File: src/rtl/status_register_pkg.sv
// ============================================================================
// Module : status_register_pkg
// Brief  : Flag bit indices, condition codes and status width shared by the
//          flag register and the condition checker.
// Rev    : 1.0  initial release
// ============================================================================
`default_nettype none

package status_register_pkg;

    localparam int STATUS_W = 4;

    // Bit positions within the packed {Z,C,N,V} status vector
    localparam int FLAG_Z = 3;
    localparam int FLAG_C = 2;
    localparam int FLAG_N = 1;
    localparam int FLAG_V = 0;

    localparam logic [3:0] COND_EQ = 4'h0;
    localparam logic [3:0] COND_NE = 4'h1;
    localparam logic [3:0] COND_CS = 4'h2;
    localparam logic [3:0] COND_CC = 4'h3;
    localparam logic [3:0] COND_MI = 4'h4;
    localparam logic [3:0] COND_PL = 4'h5;
    localparam logic [3:0] COND_VS = 4'h6;
    localparam logic [3:0] COND_VC = 4'h7;
    localparam logic [3:0] COND_HI = 4'h8;
    localparam logic [3:0] COND_LS = 4'h9;
    localparam logic [3:0] COND_GE = 4'hA;
    localparam logic [3:0] COND_LT = 4'hB;
    localparam logic [3:0] COND_GT = 4'hC;
    localparam logic [3:0] COND_LE = 4'hD;
    localparam logic [3:0] COND_AL = 4'hE;

endpackage

`default_nettype wire

File: src/rtl/flag_pending_pipe.sv
// ============================================================================
// Module : flag_pending_pipe
// Brief  : Tracks in-flight flag writers between decode and commit.
// Rev    : 1.0  initial release
// ============================================================================
`default_nettype none

module flag_pending_pipe #(
    parameter int P_DEPTH = 2
) (
    input  logic i_Clock,
    input  logic i_Reset_n,
    input  logic i_Stall,
    input  logic i_Flush,
    input  logic i_Issue,
    output logic o_Busy
);

    logic [P_DEPTH-1:0] r_pipe;

    // Flush takes precedence over stall so killed writers never block decode.
    generate
        if (P_DEPTH == 1) begin : g_single
            always_ff @(posedge i_Clock or negedge i_Reset_n) begin
                if (!i_Reset_n) begin
                    r_pipe <= '0;
                end else if (i_Flush) begin
                    r_pipe <= '0;
                end else if (!i_Stall) begin
                    r_pipe <= i_Issue;
                end
            end
        end else begin : g_multi
            always_ff @(posedge i_Clock or negedge i_Reset_n) begin
                if (!i_Reset_n) begin
                    r_pipe <= '0;
                end else if (i_Flush) begin
                    r_pipe <= '0;
                end else if (!i_Stall) begin
                    r_pipe <= {r_pipe[P_DEPTH-2:0], i_Issue};
                end
            end
        end
    endgenerate

    assign o_Busy = |r_pipe;

endmodule

`default_nettype wire

File: src/rtl/status_register.sv
// ============================================================================
// Module : status_register
// Brief  : Architectural {Z,C,N,V} flags, saved copy and decode flag hazard.
// Rev    : 1.0  initial release
// ============================================================================
`default_nettype none

module status_register
    import status_register_pkg::*;
#(
    parameter int P_PENDING_DEPTH = 2
) (
    input  logic                i_Clock,
    input  logic                i_Reset_n,
    input  logic                i_Stall,
    input  logic                i_Flush,
    input  logic                i_Ex_Valid,
    input  logic                i_Ex_S,
    input  logic                i_Ex_Cond_Pass,
    input  logic [STATUS_W-1:0] i_Alu_Status,
    input  logic                i_Id_Valid,
    input  logic                i_Id_S,
    input  logic                i_Id_Uses_Flags,
    input  logic                i_Save,
    input  logic                i_Restore,
    output logic [STATUS_W-1:0] o_Status,
    output logic [STATUS_W-1:0] o_Saved_Status,
    output logic                o_Flag_Hazard
);

    logic [STATUS_W-1:0] r_status;
    logic [STATUS_W-1:0] r_saved;
    logic [STATUS_W-1:0] w_next_status;
    logic                w_update;
    logic                w_restore;
    logic                w_save;
    logic                w_issue;
    logic                w_busy;

    assign w_update  = i_Ex_Valid & i_Ex_S & i_Ex_Cond_Pass & ~i_Flush & ~i_Stall;
    // Exception return normally flushes, so flush must not block restore.
    assign w_restore = i_Restore & ~i_Stall;
    assign w_save    = i_Save & ~i_Restore & ~i_Stall;

    always_comb begin
        w_next_status = r_status;
        if (w_restore) begin
            w_next_status = r_saved;
        end else if (w_update) begin
            w_next_status = i_Alu_Status;
        end
    end

    // Saving the next value folds a same-cycle commit into the saved copy.
    always_ff @(posedge i_Clock or negedge i_Reset_n) begin
        if (!i_Reset_n) begin
            r_status <= '0;
            r_saved  <= '0;
        end else begin
            r_status <= w_next_status;
            if (w_save) begin
                r_saved <= w_next_status;
            end
        end
    end

    // A stalled writer must not enter the pipe, otherwise it would block itself.
    assign w_issue = i_Id_Valid & i_Id_S & ~o_Flag_Hazard;

    flag_pending_pipe #(
        .P_DEPTH (P_PENDING_DEPTH)
    ) u_pending (
        .i_Clock   (i_Clock),
        .i_Reset_n (i_Reset_n),
        .i_Stall   (i_Stall),
        .i_Flush   (i_Flush),
        .i_Issue   (w_issue),
        .o_Busy    (w_busy)
    );

    assign o_Flag_Hazard  = i_Id_Valid & i_Id_Uses_Flags & w_busy;
    assign o_Status       = r_status;
    assign o_Saved_Status = r_saved;

endmodule

`default_nettype wire

File: config.mk
export PLATFORM = sky130hd
export DESIGN_NAME = status_register
export DESIGN_NICKNAME = d
export VERILOG_FILES = /design/src/rtl/status_register_pkg.sv /design/src/rtl/flag_pending_pipe.sv /design/src/rtl/status_register.sv
export SDC_FILE = /design/constraint.sdc
export NUM_CORES = 1
export LEC_CHECK = 0
export ABC_AREA = 1
export CAP_MARGIN = 20
export CORE_AREA = 5 5 42 44
export CTS_CLUSTER_SIZE = 28
export DETAILED_ROUTE_END_ITERATION = 10
export DIE_AREA = 0 0 47 49
export GPL_TIMING_DRIVEN = 0
export PLACE_DENSITY = 0.81
export SYNTH_ARGS = -nofsm -noshare
export SYNTH_HDL_FRONTEND = slang
export SYNTH_SLANG_ARGS = --single-unit
File: constraint.sdc
create_clock -name i_Clock -period 2.59 [get_ports i_Clock]
set_clock_uncertainty 0.2 [all_clocks]
set_input_delay 0.518 -clock i_Clock [delete_from_list [all_inputs] [get_ports i_Clock]]
set_output_delay 0.518 -clock i_Clock [all_outputs]
set_load 0.03 [all_outputs]
==> flow_summary.json <==
{
  "path_clk_slew_ns": 0.07,
  "io_buffer_count": 24,
  "antenna_found_initial": 0,
  "nFillCells": 135,
  "syn-num-nets": 82,
  "fin_area_sq_um": 823,
  "cts_setup_buffers": 0,
  "max_freq_ghz": 0.459,
  "worstSetupPathType": "in2out",
  "gp_congestion": 0.753,
  "p_leak_nw": 0.395,
  "yosysTopAreaCellShare_pct": 47.7,
  "fin_util_pct": 58.8,
  "gr-usage-all-layers_pct": 14.3,
  "cp_top_family": "buffers and inverters",
  "grt_max_degree": 11,
  "drc": 0,
  "post-synth-top-count-cell": "nand2_1",
  "critPathSlowestCell": "clkdlybuf4s50_1",
  "drive_gt1_share_pct": 16.0,
  "fin_nets": 111,
  "clockRootBuffer": "clkbuf_4",
  "synth_area_sq_um": 524,
  "num_io_pins": 25,
  "p_sw_share_pct": 34.8,
  "clkPwrFrac_pct": 25.6,
  "tritoncts": "done",
  "ctsHtreeMaxLevel": 1,
  "slew_viol_final": 0,
  "worstReg2RegEnd": "o_Saved_Status[1]$_DFFE_PN0P_",
  "first_iter_violations": 19,
  "post_synth_most_frequent_cells": "15 x nand2_1, 13 x nand3_1, 10 x dfrtp_1",
  "synth_area_per_cell_sq_um": 7.94,
  "synth_top_area_cell": "dfrtp_1",
  "finalSetupViolCount": 0,
  "reg2reg_from": "o_Saved_Status[1]$_DFFE_PN0P_",
  "grt_pass1_vias": 532,
  "wl_per_cell_um": 13.1,
  "seqPwrFrac_pct": 37.0,
  "p_per_area_nw_per_um2": 672,
  "period_needed_ns": 2.18,
  "reg2reg_slack_ns": 1.53,
  "synth.area.top_cells": "dfrtp_1 48%, nand3_1 12%, nand2_1 11%",
  "die_w_um": 47,
  "dieArea_sq_um": 2300,
  "cts_sinks": 10,
  "hpwl_um": 1180,
  "rsz0062_at_grt": "false",
  "cp.buffers_inverters": 3,
  "clockBufferDepth": 2,
  "worstPathRequired_ns": 1.87,
  "vias_per_cell": 4.96,
  "overflow": 0,
  "rows": 14,
  "power.total_uw": 553,
  "grt_pass1_wl_um": 2290,
  "max_slew_margin_pct": 70.5,
  "ant_nets": 0,
  "fin_crit_sh_pct": 84.1,
  "fp.coreArea_sq_um": 1400,
  "cts_resized": 0,
  "finalWirelength_um": 1440,
  "cp.arrival_ns": 1.46,
  "ir_drop_mv": 0.358,
  "worst-path-max-fanout": 2,
  "finalSetupTns_ns": 0,
  "hold_depth": 2,
  "worst_pin_slew_ns": 0.441,
  "max_stage_delay_ns": 0.49,
  "ys.warnings.count": 0,
  "synth.distinct_cells": 15,
  "hold_end": "o_Saved_Status[0]$_DFFE_PN0P_",
  "start_kind": "input port",
  "insertedDiodeCount": 0,
  "rr_worst_depth": 4,
  "cap_violations": 0,
  "die_h_um": 49,
  "clk_latency_ns": 0.27,
  "min_path_type": "reg2reg",
  "min_from": "o_Saved_Status[0]$_DFFE_PN0P_",
  "finalHoldViolations": 0,
  "critPathCaptureType": "output pin",
  "synth-seq-cells": 10,
  "syn_inst": 66,
  "yosysSeqAreaShare_pct": 47.7,
  "vias": 546,
  "setup.worst_path.start": "i_Id_Valid",
  "p_switching_uw": 192,
  "combinationalPowerShare_pct": 37.4,
  "place_area_sq_um": 785,
  "cts_buffers": 3,
  "ys_async_sr_fraction_pct": 100,
  "synth_edf_count": 0,
  "worstPathCellList": "clkdlybuf4s50_1, o211ai_1, inv_1, dlymetal6s2s_1",
  "status": "finished clean",
  "postCtsHoldBufs": 0,
  "start_util_pct": 37.4,
  "first_pass_iters": 4,
  "internal_power_uw": 361,
  "area_delta_synth_final_pct": 57.0,
  "ys.flop_type": "dfrtp_1"
}
final cells by class:
class | count | area (sq um) | area share, %
sequential | 10 | 250 | 30.4
inverter | 10 | 37.5 | 4.56
multi-input combinational | 45 | 225 | 27.4
buffer | 1 | 11.3 | 1.37
clock buffer | 4 | 36.3 | 4.41
tap | 16 | 20.0 | 2.43
timing repair buffer | 24 | 243 | 29.5
through the flow:
step                      instances  hold slack, ns  setup slack (ns)
final                           110           0.322             0.412
after global routing            110           0.338             0.333
after CTS                       110           0.319            0.0119
after detailed placement        106           0.298            0.0108
after global placement          106           0.293            0.0488
after floorplan                  66          0.0224              1.07
power by group through the flow:
stage | Clock, mW | Combinational [mW] | Sequential (mW)
2_1_floorplan | 0 | 0.0517 | 0.262
3_3_place_gp | 0 | 0.201 | 0.206
3_5_place_dp | 0 | 0.208 | 0.207
4_1_cts | 0.145 | 0.208 | 0.205
5_1_grt | 0.153 | 0.220 | 0.209
6_report | 0.142 | 0.207 | 0.205
cell usage in the layout, fill, tap and decap left out:
cell type,instances
dlymetal6s2s_1,1
nand2_2,2
nor2_1,3
nand2_1,15
dfrtp_1,10
clkdlybuf4s50_1,23
o211ai_1,1
nand3_1,13
nor2_2,3
or2_1,1
buf_6,1
inv_2,4
clkbuf_8,1
o22ai_1,1
inv_1,6
nor2_4,1
a31oi_1,4
clkbuf_4,3
o21ai_1,1
sequential cells by signal, summed over array words and instances, names as in the netlist:
register          cells
o_Status              4
u_pending.r_pipe      2
o_Saved_Status        4
cell families (layout without fill, tap and decap cells):
group                  count (synthesis)  after routing  synth area share, %
buffers and inverters                 11             39                 9.31
AOI/OAI and AO/OA                      7              7                 8.35
and+or+nand+nor                       38             38                 34.6
DFF                                   10             10                 47.7
worst min-delay path, cell delays in order (launching register included):
cell and delay [ns]:
dfrtp_1 0.37, nand2_1 0.06, nand2_1 0.06
worst max path at each step:
stage | cells past startpoint | end
finish | 4 | o_Flag_Hazard
global route | 4 | o_Flag_Hazard
CTS | 4 | o_Flag_Hazard
detailed placement | 4 | o_Flag_Hazard
global placement | 4 | o_Flag_Hazard
floorplan | 2 | o_Flag_Hazard
layer usage:
layer	routed length, um	GRT usage, %	vias to the layer above
met3	118	3.69	4
met2	761	23.5	27
li1	-	-	269
met5	0	0	-
met1	527	14.9	246
met4	34	9.68	0
(Power assumes the default switching activity.)
